**src/rtl/spi_slave_fe_pkg.sv**
```systemverilog
// Shared defines for the SPI register controller: word/address widths and
// the front-end state encoding.
package spi_slave_fe_pkg;

    localparam int DATA_W = 32;
    localparam int ADDR_W = 7;

    typedef enum logic {
        ST_IDLE   = 1'b0,
        ST_ACTIVE = 1'b1
    } state_t;

endpackage

```
**src/rtl/spi_slave_fe_if.sv**
```systemverilog
// SPI pin bundle between an external master and the slave front end.
interface spi_slave_fe_if;

    logic sclk;
    logic ss;
    logic mosi;
    logic miso;
    logic miso_oe;

    modport master (
        output sclk, ss, mosi,
        input  miso, miso_oe
    );

    modport slave (
        input  sclk, ss, mosi,
        output miso, miso_oe
    );

endinterface

```
**src/rtl/spi_slave_fe_sync.sv**
```systemverilog
// Multi-flop synchroniser for one asynchronous SPI pin, with a selectable
// reset level so slave select can idle deasserted.
module spi_sync #(
    parameter int   STAGES  = 2,
    parameter logic RST_VAL = 1'b0
) (
    input  logic clk,
    input  logic rst,
    input  logic d,
    output logic q
);

    logic [STAGES-1:0] sync_sr;

    always_ff @(posedge clk or negedge rst) begin
        if (!rst) begin
            sync_sr <= {STAGES{RST_VAL}};
        end else begin
            sync_sr <= {sync_sr[STAGES-2:0], d};
        end
    end

    assign q = sync_sr[STAGES-1];

endmodule

```
**src/rtl/spi_slave_fe.sv**
```systemverilog
// SPI mode-0 slave front end: synchronises the pins, deserialises ss-framed
// transfers into data_out and serialises data_in onto miso.
module spi_slave_fe #(
    parameter int DATA_W      = spi_slave_fe_pkg::DATA_W,
    parameter int SYNC_STAGES = 2
) (
    input  logic              clk,
    input  logic              rst,
    spi_slave_fe_if.slave     spi,
    input  logic [DATA_W-1:0] data_in,
    output logic [DATA_W-1:0] data_out,
    output logic              ss_neg_edge,
    output logic              ss_pos_edge
);

    import spi_slave_fe_pkg::*;

    localparam int CNT_W = $clog2(DATA_W + 1);

    function automatic logic [CNT_W-1:0] sat_inc(input logic [CNT_W-1:0] cnt);
        return (cnt == CNT_W'(DATA_W)) ? cnt : cnt + 1'b1;
    endfunction

    logic ss_s, sclk_s, mosi_s;
    logic ss_d, sclk_d;
    logic [SYNC_STAGES:0] arm_sr;
    logic ss_fall_p1, ss_rise_p1, sclk_rise_p1, sclk_fall_p1;

    state_t state, state_nxt;
    logic   start, finish, rx_shift, tx_shift;

    logic [DATA_W-1:0] rx, tx;
    logic [CNT_W-1:0]  bit_cnt;
    logic              miso_q;

    // Stage p0: pin synchronisers
    spi_sync #(.STAGES(SYNC_STAGES), .RST_VAL(1'b1)) u_ss_sync (
        .clk(clk), .rst(rst), .d(spi.ss), .q(ss_s)
    );
    spi_sync #(.STAGES(SYNC_STAGES), .RST_VAL(1'b0)) u_sclk_sync (
        .clk(clk), .rst(rst), .d(spi.sclk), .q(sclk_s)
    );
    spi_sync #(.STAGES(SYNC_STAGES), .RST_VAL(1'b0)) u_mosi_sync (
        .clk(clk), .rst(rst), .d(spi.mosi), .q(mosi_s)
    );

    // Stage p1: registered edge detection. arm_sr masks edges until the
    // synchronisers hold real pin values, so a low ss at reset release is not
    // mistaken for a frame start.
    always_ff @(posedge clk or negedge rst) begin
        if (!rst) begin
            ss_d         <= 1'b1;
            sclk_d       <= 1'b0;
            arm_sr       <= '0;
            ss_fall_p1   <= 1'b0;
            ss_rise_p1   <= 1'b0;
            sclk_rise_p1 <= 1'b0;
            sclk_fall_p1 <= 1'b0;
        end else begin
            ss_d         <= ss_s;
            sclk_d       <= sclk_s;
            arm_sr       <= {arm_sr[SYNC_STAGES-1:0], 1'b1};
            ss_fall_p1   <= arm_sr[SYNC_STAGES] & ~ss_s &  ss_d;
            ss_rise_p1   <= arm_sr[SYNC_STAGES] &  ss_s & ~ss_d;
            sclk_rise_p1 <= arm_sr[SYNC_STAGES] &  sclk_s & ~sclk_d;
            sclk_fall_p1 <= arm_sr[SYNC_STAGES] & ~sclk_s &  sclk_d;
        end
    end

    always_ff @(posedge clk or negedge rst) begin
        if (!rst) begin
            state <= ST_IDLE;
        end else begin
            state <= state_nxt;
        end
    end

    // ss edges take priority; an sclk edge in the same cycle is dropped
    always_comb begin
        state_nxt = state;
        start     = 1'b0;
        finish    = 1'b0;
        rx_shift  = 1'b0;
        tx_shift  = 1'b0;
        case (state)
            ST_IDLE: begin
                if (ss_fall_p1) begin
                    start     = 1'b1;
                    state_nxt = ST_ACTIVE;
                end
            end
            ST_ACTIVE: begin
                if (ss_rise_p1) begin
                    finish    = 1'b1;
                    state_nxt = ST_IDLE;
                end else if (sclk_rise_p1) begin
                    rx_shift = 1'b1;
                end else if (sclk_fall_p1) begin
                    tx_shift = 1'b1;
                end
            end
            default: state_nxt = ST_IDLE;
        endcase
    end

    // Stage p2: shift registers, output word and strobes
    always_ff @(posedge clk or negedge rst) begin
        if (!rst) begin
            rx          <= '0;
            tx          <= '0;
            bit_cnt     <= '0;
            miso_q      <= 1'b0;
            data_out    <= '0;
            ss_neg_edge <= 1'b0;
            ss_pos_edge <= 1'b0;
        end else begin
            ss_neg_edge <= start;
            ss_pos_edge <= finish;
            if (start) begin
                rx      <= '0;
                bit_cnt <= '0;
                tx      <= data_in;
                miso_q  <= data_in[DATA_W-1];
            end
            if (rx_shift) begin
                rx      <= {rx[DATA_W-2:0], mosi_s};
                bit_cnt <= sat_inc(bit_cnt);
            end
            if (tx_shift) begin
                tx     <= {tx[DATA_W-2:0], 1'b0};
                miso_q <= tx[DATA_W-2];
            end
            if (finish) begin
                data_out <= rx;
                miso_q   <= 1'b0;
            end
        end
    end

    assign spi.miso    = miso_q;
    assign spi.miso_oe = ~ss_s;

endmodule

```
**src/flat_wrapper.sv**
```systemverilog
// flat-port wrapper written by rule: the top's interface ports become plain ports
module spi_slave_fe_flat import spi_slave_fe_pkg::*;
#(
    parameter int DATA_W      = spi_slave_fe_pkg::DATA_W,
    parameter int SYNC_STAGES = 2
)
  (clk, rst, data_in, data_out, ss_neg_edge, ss_pos_edge, spi_sclk, spi_ss, spi_mosi, spi_miso, spi_miso_oe);
  spi_slave_fe_if spi_i ();
  input  logic clk;
  input  logic rst;
  input  logic [DATA_W-1:0] data_in;
  output logic [DATA_W-1:0] data_out;
  output logic ss_neg_edge;
  output logic ss_pos_edge;
  input wire logic [$bits(spi_i.sclk)-1:0] spi_sclk;
  input wire logic [$bits(spi_i.ss)-1:0] spi_ss;
  input wire logic [$bits(spi_i.mosi)-1:0] spi_mosi;
  output wire logic [$bits(spi_i.miso)-1:0] spi_miso;
  output wire logic [$bits(spi_i.miso_oe)-1:0] spi_miso_oe;
  assign spi_i.sclk = spi_sclk;
  assign spi_i.ss = spi_ss;
  assign spi_i.mosi = spi_mosi;
  assign spi_miso = spi_i.miso;
  assign spi_miso_oe = spi_i.miso_oe;
  spi_slave_fe #(.DATA_W(DATA_W), .SYNC_STAGES(SYNC_STAGES)) u_core (.clk(clk), .rst(rst), .spi(spi_i), .data_in(data_in), .data_out(data_out), .ss_neg_edge(ss_neg_edge), .ss_pos_edge(ss_pos_edge));
endmodule
```
**config.mk**
```make
export PLATFORM = sky130hd
export DESIGN_NAME = spi_slave_fe_flat
export DESIGN_NICKNAME = d
export VERILOG_FILES = /design/src/rtl/spi_slave_fe_pkg.sv /design/src/rtl/spi_slave_fe_if.sv /design/src/rtl/spi_slave_fe_sync.sv /design/src/rtl/spi_slave_fe.sv /design/src/flat_wrapper.sv
export SDC_FILE = /design/constraint.sdc
export NUM_CORES = 1
export LEC_CHECK = 0
export CORE_MARGIN = 10
export CORE_UTILIZATION = 25
export DETAILED_ROUTE_END_ITERATION = 6
export GPL_ROUTABILITY_DRIVEN = 0
export PLACE_DENSITY = 0.48
export SKIP_CTS_REPAIR_TIMING = 1
export SYNTH_ARGS = -nofsm -noshare
export SYNTH_HDL_FRONTEND = slang
export SYNTH_HIERARCHICAL = 1
export SYNTH_SLANG_ARGS = --single-unit
```
**constraint.sdc**
```tcl
create_clock -name clk -period 1.9 [get_ports clk]
set_input_delay 0.57 -clock clk [delete_from_list [all_inputs] [get_ports clk]]
set_output_delay 0.57 -clock clk [all_outputs]
set_load 0.1 [all_outputs]
```
==> metrics.md, run 1 <==
| Metric | Value |
|---|---|
| Status | `finished, final reports clean` |
| Final design utilization | `0.371` |
| Die width | `153 um` |
| Worst-path fanout max | `3` |
| Final TNS setup | `0 ns` |
| Syn_nets | `388` |
| Total wire length | `9880 um` |
| Worst hold-check path type | `reg -> reg` |
| Mapped cell area | `4390 um^2` |
| Distinct cells, synth | `27` |
| Critical path class | `reg -> out` |
| Worst skew pair latency | `0.41 ns` |
| Placed instance count | `632` |
| Hold Fails Final Rpt | `0` |
| Synth-to-Final Area Change | `45.5%` |
| First-pass GRT wire length | `16900 um` |
| Sequential area share after synthesis | `0.651` |
| PD cells | `1150 nW/um^2` |
| Worst Tran Pin Value | `0.651 ns` |
| IO Pins | `73` |
| Largest net degree at the start of global routing | `59` |
| Ys flop type | `dfrtp_1` |
| Number of non-filler instances in the completed layout | `665` |
| Sequential Power Share | `0.398` |
| Vias in the first global route | `3112` |
| H-tree lvl count | `4` |
| Die height | `153 um` |
| Initial Util | `0.255` |
| Full die area | `23300 um^2` |
| NetSw | `0.00174 W` |
| Cells after Synth | `351` |
| CP Launch Type | `register` |
| Via density | `4.38` |
| Total GRT Usage | `0.0904` |
| Combinational power share | `0.113` |
| Layout cell share with drive strength beyond 1 | `0.261` |
| CTS root buffer | `clkbuf_16` |
| Total global routing overflow | `0` |
| Int Pwr | `0.00563 W` |
| Slew Limit Headroom | `0.565` |
| Cts bufs inserted | `17` |
| Pre-CTS setup slack | `0.0486 ns` |
| Sw frac | `0.236` |
| Final setup fails | `0` |
| Crit path capture type | `output port` |
| ANT nets after route | `0` |
| Total core area | `17200 um^2` |
| Max-cap check violation count | `0` |
| Yosys warns | `6` |
| Clock power share | `0.489` |
| Peak VDD IR | `0.631 mV` |
| EDFF count, synth | `0` |
| Residual DRC | `0` |
| Initial antenna violation count | `0` |
| Avg Inst Size Synth | `12.5 um^2` |
| Asr flop ratio synth | `1.00` |
| Crit path time final | `1.77 ns` |
| Final Cycle Share | `0.930` |
| Total number of vias | `2911` |
| Crit path required time | `1.33 ns` |
| RSZ-0062 raised after global routing | `false` |
| CTS tree | `built` |
| PortBufs | `72` |
| Leakage | `3.23 nW` |
| Crit path DAT | `1.20 ns` |
| Clock transition at the registers of the reported paths | `0.06 ns` |
| Yosys reg bits | `114` |
| Setup slack after layout | `0.133 ns` |
| Row Count | `48` |
| Skew final | `0.00695 ns` |
| Maximum clock frequency | `0.566 GHz` |
| Clock buffer depth | `2` |
| Drt first pass iters | `6` |
| DP Wirelength | `6300 um` |
| Slew Limit Fails | `0` |
| Sink Count | `114` |
| Wire per inst | `14.9 um` |
| Initial drt markers | `174` |
| N_diodes | `0` |
| Nets | `464` |
[sequential cells by signal (all words and copies together) (netlist names), 2 cells and up]
| signal | cells |
|---|---|
| u_core/u_mosi_sync/sync_sr | 2 |
| u_core/arm_sr | 3 |
| u_core/rx | 32 |
| u_core/u_ss_sync/sync_sr | 2 |
| u_core/tx | 31 |
| u_core/data_out | 32 |
| u_core/u_sclk_sync/sync_sr | 2 |
[worst paths after layout]
kind	start	end	slack, ns	depth (start not counted)
min reg2reg	u_core/u_mosi_sync/sync_sr[0]$_DFF_PN0_	u_core/u_mosi_sync/sync_sr[1]$_DFF_PN0_	0.35	0
min in group asynchronous	rst	u_core/data_out[14]$_DFFE_PN0P_	0.50	2
max in group asynchronous	rst	u_core/ss_d$_DFF_PN1_	0.87	3
max reg2reg	u_core/ss_rise_p1$_DFF_PN0_	u_core/tx[30]$_DFFE_PN0P_	0.32	4
max	u_core/u_ss_sync/sync_sr[1]$_DFF_PN1_	spi_miso_oe	0.13	2
min	u_core/u_mosi_sync/sync_sr[0]$_DFF_PN0_	u_core/u_mosi_sync/sync_sr[1]$_DFF_PN0_	0.35	0
[stage by stage]
| step | hold slack, ns | cell area [um^2] | power [W] |
|---|---|---|---|
| after CTS | -0.0762 | 6370 | 0.00747 |
| after floorplan | 0.274 | 4390 | 0.00345 |
| after global placement | 0.332 | 5700 | 0.00378 |
| after detailed placement | 0.335 | 5700 | 0.00381 |
| after global routing | 0.359 | 6390 | 0.00770 |
| final | 0.348 | 6390 | 0.00737 |
[cells in the mapped netlist, types with 2 or more instances]
| master | count | share of area |
|---|---|---|
| nand2_1 | 70 | 0.060 |
| nor2_1 | 2 | 0.0017 |
| buf_2 | 7 | 0.0080 |
| nand3_1 | 32 | 0.036 |
| dfrtp_1 | 111 | 0.63 |
| clkbuf_1 | 9 | 0.0077 |
| and3b_1 | 2 | 0.0040 |
| a22o_1 | 29 | 0.058 |
| buf_6 | 5 | 0.013 |
| mux2_2 | 32 | 0.082 |
| a21o_1 | 29 | 0.050 |
| dfstp_2 | 3 | 0.018 |
| buf_4 | 3 | 0.0051 |
| inv_1 | 4 | 0.0034 |
[cell families after synthesis]
kind of cell / count (synthesis) / share of synthesized area
AND/OR/NAND/NOR: 112 / 0.112
flip-flops: 114 / 0.651
buffers and inverters: 29 / 0.0385
other: 1 / 0.000854
AO/OA/AOI/OAI: 63 / 0.116
multiplexers: 32 / 0.0821
[cell type report]
class	instances	area (um^2)
clock buffers	18	439
inverters	5	21.3
clock inverters	14	233
multi-input cells	208	1370
fillers	1633	10800
well taps	225	282
repair buffers	81	1190
flip-flops and latches	114	2860
[power by group through the flow]
stage               logic (W)  clock network, W  registers, W
finish               0.000829           0.00361       0.00293
floorplan            0.000374                 0       0.00308
CTS                  0.000848           0.00369       0.00293
detailed placement   0.000845                 0       0.00297
global placement     0.000818                 0       0.00296
global route         0.000908           0.00382       0.00297
[metal layers]
| metal | wire, um | GRT usage |
|---|---|---|
| met1 | 4720 | 0.115 |
| met2 | 4380 | 0.129 |
| met3 | 621 | 0.0415 |
| met4 | 156 | 0.0368 |
| met5 | 0 | 0 |
[critical path: stages (launching register included)]
cell     delay [ns]
dfstp_2        0.54
inv_1          0.07
buf_12         0.17
[layout by cell type (no fill, tap or decap)]
cell type,count
dlygate4sd3_1,1
buf_12,39
inv_6,2
buf_4,6
nand3b_1,1
inv_1,4
o21ai_0,1
and4bb_1,1
conb_1,1
a21o_1,29
clkbuf_8,1
a221oi_1,1
bufinv_16,6
clkinvlp_4,2
nand2_1,70
dfstp_2,3
and3_1,1
nor3_1,1
a22o_1,29
mux2_2,32
a21oi_2,1
clkdlybuf4s50_1,35
nand3_1,32
dfrtp_1,111
nor2_4,1
a21oi_1,1
nor2_1,2
clkbuf_16,17
a221o_1,1
nand2b_1,1
clkinv_2,4
inv_4,1
and3b_1,2
No activity file was read; power rests on OpenSTA's default activity.
==> run 2: changes to the inputs <==
--- a/config.mk
+++ b/config.mk
@@ -5,11 +5,12 @@
 export SDC_FILE = /design/constraint.sdc
 export NUM_CORES = 1
 export LEC_CHECK = 0
+export CAP_MARGIN = 20
 export CORE_MARGIN = 10
-export CORE_UTILIZATION = 25
+export CORE_UTILIZATION = 50
 export DETAILED_ROUTE_END_ITERATION = 6
 export GPL_ROUTABILITY_DRIVEN = 0
-export PLACE_DENSITY = 0.48
+export PLACE_DENSITY = 0.8
 export SKIP_CTS_REPAIR_TIMING = 1
 export SYNTH_ARGS = -nofsm -noshare
 export SYNTH_HDL_FRONTEND = slang
==> constraint.sdc (replaced) <==
create_clock -name clk -period 1.9 [get_ports clk]
set_input_delay 0.475 -clock clk [delete_from_list [all_inputs] [get_ports clk]]
set_output_delay 0.475 -clock clk [all_outputs]
set_load 0.1 [all_outputs]
==> metrics.md, run 2 (synthesis gave the netlist of run 1 again) <==
| Metric | Value |
|---|---|
| Worst skew pair latency | `0.50 ns (was 0.41 ns)` |
| Crit path DAT | `1.29 ns (was 1.20 ns)` |
| Residual DRC | `0 (unchanged)` |
| Largest net degree at the start of global routing | `39 (was 59)` |
| Initial Util | `0.508 (was 0.255)` |
| Slew Limit Headroom | `0.609 (was 0.565)` |
| Worst hold-check path type | `reg -> reg (unchanged)` |
| Crit path required time | `1.42 ns (was 1.33 ns)` |
| Power, Total | `0.00710 W (was 0.00737 W)` |
| WP depth | `2 (unchanged)` |
| Clock transition at the registers of the reported paths | `0.06 ns (about the same)` |
| Worst Tran Pin Value | `0.586 ns (was 0.651 ns)` |
| Peak VDD IR | `0.942 mV (was 0.631 mV)` |
| Critical-path top delay cell | `dfstp_2 (unchanged)` |
| Register area | `2860 um^2 (unchanged)` |
| Final setup fails | `0 (unchanged)` |
| Critical path class | `reg -> out (unchanged)` |
| FILL cells | `558 (was 1633)` |
| Total global routing overflow | `0 (unchanged)` |
| PortBufs | `72 (unchanged)` |
| Commonest non-fill, non-tap cells in the layout | `dfrtp_1, nand2_1, buf_12, clkdlybuf4s50_1 (unchanged)` |
| RR Startpoint | `u_core/state$_DFF_PN0_ (was u_core/ss_rise_p1$_DFF_PN0_)` |
| Placement Cell Area | `5560 um^2 (was 5700 um^2)` |
| N_diodes | `0 (unchanged)` |
| R2R depth | `4 (unchanged)` |
| Post-route cell area | `6200 um^2 (was 6390 um^2)` |
| Total wire length | `9950 um (was 9880 um)` |
| Number of buffers and inverters on the critical path | `2 (unchanged)` |
| Clock buffer depth | `2 (unchanged)` |
| Final TNS setup | `0 ns (unchanged)` |
| Largest registers | `u_core/data_out x32, u_core/rx x32, u_core/tx x31 (unchanged)` |
| Total GRT Usage | `0.159 (was 0.0904)` |
| Final Cycle Share | `0.929 (was 0.930)` |
| Cells along the critical path | `inv_1, buf_12 (unchanged)` |
| Synth-to-Final Area Change | `41.2% (was 45.5%)` |
| R2R setup slack | `0.30 ns (was 0.32 ns)` |
| Slowest Stage Delay on Critical Path | `0.54 ns (about the same)` |
| Initial drt markers | `140 (was 174)` |
| Vias in the first global route | `3297 (was 3112)` |
| PD cells | `1140 nW/um^2 (was 1150 nW/um^2)` |
| Status | `finished, final reports clean (unchanged)` |
| Leakage | `3.21 nW (was 3.23 nW)` |
| Cts bufs inserted | `17 (unchanged)` |
| Drt first pass iters | `5 (was 6)` |
| DP Wirelength | `6190 um (was 6300 um)` |
| Via density | `5.50 (was 4.38)` |
| Multi-input gate area | `1370 um^2 (about the same)` |
| CTS root buffer | `clkbuf_8 (was clkbuf_16)` |
| First-pass GRT wire length | `16500 um (was 16900 um)` |
| Slew Limit Fails | `0 (unchanged)` |
| H-tree lvl count | `4 (unchanged)` |
| Die height | `114 um (was 153 um)` |
| Total number of vias | `3030 (was 2911)` |
| Crit path capture type | `output port (unchanged)` |
| Die width | `114 um (was 153 um)` |
| Crit path to | `spi_miso_oe (unchanged)` |
| Commonest non-fill, non-tap cell in the layout | `dfrtp_1 (unchanged)` |
| Wire per inst | `18.1 um (was 14.9 um)` |
| Critical path origin | `u_core/u_ss_sync/sync_sr[1]$_DFF_PN1_ (unchanged)` |
| Total core area | `8640 um^2 (was 17200 um^2)` |
| Worst-path fanout max | `3 (unchanged)` |
| Maximum clock frequency | `0.566 GHz (about the same)` |
| ANT nets after route | `0 (unchanged)` |
| CTS tree | `built (unchanged)` |
| Top delay family on crit path | `flip-flops (unchanged)` |
| Worst R2R End | `u_core/tx[2]$_DFFE_PN0P_ (was u_core/tx[30]$_DFFE_PN0P_)` |
| Max-cap check violation count | `0 (unchanged)` |
| Skew final | `0.00705 ns (was 0.00695 ns)` |
| Nets | `467 (was 464)` |
| RSZ-0062 raised after global routing | `false (unchanged)` |
| IO Pins | `73 (unchanged)` |
| CP Launch Type | `register (unchanged)` |
| Hold Fails Final Rpt | `0 (unchanged)` |
| Final design utilization | `0.718 (was 0.371)` |
| Full die area | `12900 um^2 (was 23300 um^2)` |
| Row Count | `34 (was 48)` |
| Initial antenna violation count | `0 (unchanged)` |
| Crit path time final | `1.77 ns (about the same)` |
| Layout cell share with drive strength beyond 1 | `0.264 (was 0.261)` |
| Sink Count | `114 (unchanged)` |
[run 2: worst min path at each step]
| stage | startpoint | end | slack (ns) | depth (start not counted) |
|---|---|---|---|---|
| final | u_core/arm_sr[0]$_DFF_PN0_ | u_core/arm_sr[1]$_DFF_PN0_ | 0.35 | 0 |
| after global routing | u_core/arm_sr[1]$_DFF_PN0_ | u_core/arm_sr[2]$_DFF_PN0_ | 0.36 | 0 |
| after CTS | rst | u_core/tx[21]$_DFFE_PN0P_ | -0.06 | 1 |
| after detailed placement | u_core/u_sclk_sync/sync_sr[0]$_DFF_PN0_ | u_core/u_sclk_sync/sync_sr[1]$_DFF_PN0_ | 0.33 | 0 |
| after global placement | u_core/arm_sr[0]$_DFF_PN0_ | u_core/arm_sr[1]$_DFF_PN0_ | 0.33 | 0 |
| after floorplan | rst | u_core/arm_sr[0]$_DFF_PN0_ | 0.18 | 0 |
[run 2: power by group]
| part | total, W | switching (W) | internal (W) |
|---|---|---|---|
| sequential | 0.00295 | 0.000206 | 0.00274 |
| clock | 0.00330 | 0.00115 | 0.00215 |
| combinational | 0.000844 | 0.000443 | 0.000401 |
[run 2: routing by layer]
metal | up-vias | share of wire | global-route usage
met5 | - | 0 | 0
met4 | 0 | 0.0082 | 0.0389
met3 | 11 | 0.082 | 0.0698
met2 | 122 | 0.49 | 0.255
met1 | 1524 | 0.42 | 0.194
li1 | 1373 | - | -
[run 2: layout make-up]
| class | count | area share |
|---|---|---|
| repair buffers | 84 | 0.194 |
| clock buffers | 18 | 0.0674 |
| clock inverters | 14 | 0.0327 |
| well taps | 108 | 0.0218 |
| flip-flops and latches | 114 | 0.461 |
| multi-input cells | 208 | 0.220 |
| inverters | 5 | 0.00343 |
[run 2: per-stage QoR]
step	cells	hold WS, ns	setup WS, ns
after floorplan	351	0.179	0.478
after global placement	517	0.333	0.170
after detailed placement	517	0.335	0.105
after CTS	549	-0.0613	0.0401
after global routing	551	0.363	0.0813
final	551	0.348	0.134
==> RTL edit (config.mk and constraints of run 1) <==
The parameter `RST_VAL` goes from 1'b1 to 1'b0.
--- a/src/rtl/spi_slave_fe.sv
+++ b/src/rtl/spi_slave_fe.sv
@@ -34,7 +34,7 @@
     logic              miso_q;
 
     // Stage p0: pin synchronisers
-    spi_sync #(.STAGES(SYNC_STAGES), .RST_VAL(1'b1)) u_ss_sync (
+    spi_sync #(.STAGES(SYNC_STAGES), .RST_VAL(1'b0)) u_ss_sync (
         .clk(clk), .rst(rst), .d(spi.ss), .q(ss_s)
     );
     spi_sync #(.STAGES(SYNC_STAGES), .RST_VAL(1'b0)) u_sclk_sync (
Function: changed (Yosys sat finds a counterexample within 4 cycles, from zero or initial values and one cycle with rst low).
==> RTL edit against run 1 <==
Sequential cell count did not move; cell area is 0.37% lower; total power fell by 1.6%; area after synthesis hardly changed; worst hold slack got worse by 0.25 ns; wire length is 1.1% higher; clock power fell by 3%; worst setup slack gained 0.097 ns; final cell count unchanged; sequential share of layout area is 0.13 points higher; critical endpoint unchanged; highest routed layer unchanged.
==> RTL edit: results <==
export IMPL_outcome="complete, no violations"
export IMPL_wl_met2_mm=4.37
export IMPL_drt_iter0_drc=156
export IMPL_post_route_min_period_ns=1.67
export IMPL_slowest_stage="dfrtp_1"
export IMPL_drive_above_1_share_pct=25.5
export IMPL_globalRouteMet2Util_pct=12.7
export IMPL_numCtsBuffers=17
export IMPL_peakVddDrop_v=0.000627
export IMPL_vias=2873
export IMPL_grt_util_met1_pct=11.8
export IMPL_arrival_ns=1.10
export IMPL_skew_ns=0.00806
export IMPL_fill_cells=1660
export IMPL_placed_cell_area_sq_mm=0.00571
export IMPL_synth_commonest_cells="113 x dfrtp_1, 70 x nand2_1, 32 x mux2_2, 32 x nand3_1"
export IMPL_hpwl_mm=6.34
export IMPL_hold_path_class="input pin to asynchronous set/reset pin"
export IMPL_power_leakage_uw=0.00323
export IMPL_grt_pass1_wl_mm=16.9
export IMPL_r2r_setup_slack_ns=0.29
export IMPL_grt_pass1_vias=3126
export IMPL_slew_headroom_pct=55.9
export IMPL_place_ws_ns=0.0447
export IMPL_avgViaCountPerCell=4.32
export IMPL_dp_cells=633
export IMPL_grt_use_met3_pct=4.29
export IMPL_drt_pre_antenna_iters=4
export IMPL_track_usage_pct=9.05
export IMPL_ys_seq_area_share_pct=65.0
export IMPL_wl_per_cell_um=15.0
export IMPL_wl_met3_um=608
export IMPL_met1Wirelength_mm=4.87
export IMPL_fin_hold_ws_ns=0.102
export IMPL_drcViolationCount=0
-- RTL edit: changes by cell type after synthesis --
cell,change
dfrtp_1,+2
dfstp_2,-2
-- RTL edit: worst reg2reg max path: stages, from the launching register on --
cell and delay (ns):
dfrtp_1 0.40, and4bb_1 0.36, buf_4 0.36, nor3_1 0.11, a221o_1 0.27
-- RTL edit: logic make-up after synthesis --
group	after synthesis	share of synthesized area (%)
flip-flops	114	65.0
AND/OR/NAND/NOR	112	11.2
AO/OA/AOI/OAI	63	11.6
multiplexers	32	8.21
other	1	0.0855
buffers and inverters	29	3.85
-- RTL edit: power by group --
| group | internal (uW) | leakage, uW | switching, uW |
|---|---|---|---|
| registers | 2740 | 0.00152 | 188 |
| clock network | 2420 | 0.000324 | 1070 |
| logic | 397 | 0.00139 | 432 |
| total | 5560 | 0.00323 | 1690 |
-- RTL edit: layout make-up --
cell class	count	area (sq um)	area share, %
flip-flops and latches	114	2850	44.8
multi-input cells	208	1370	21.5
repair buffers	81	1180	18.6
clock buffers	22	474	7.45
well taps	225	282	4.42
clock inverters	10	179	2.81
inverters	5	21.3	0.334
-- RTL edit: final timing paths --
kind | start | endpoint | cells after the start
setup / recovery | u_core/u_ss_sync/sync_sr[1] | spi_miso_oe | 2
hold / removal | rst | u_core/data_out[14] | 1
setup reg to reg | u_core/ss_rise_p1 | u_core/tx[30] | 4
hold reg to reg | u_core/u_mosi_sync/sync_sr[0] | u_core/u_mosi_sync/sync_sr[1] | 0
max in group asynchronous | rst | u_core/tx[20] | 2
min in group clk | u_core/u_mosi_sync/sync_sr[0] | u_core/u_mosi_sync/sync_sr[1] | 0
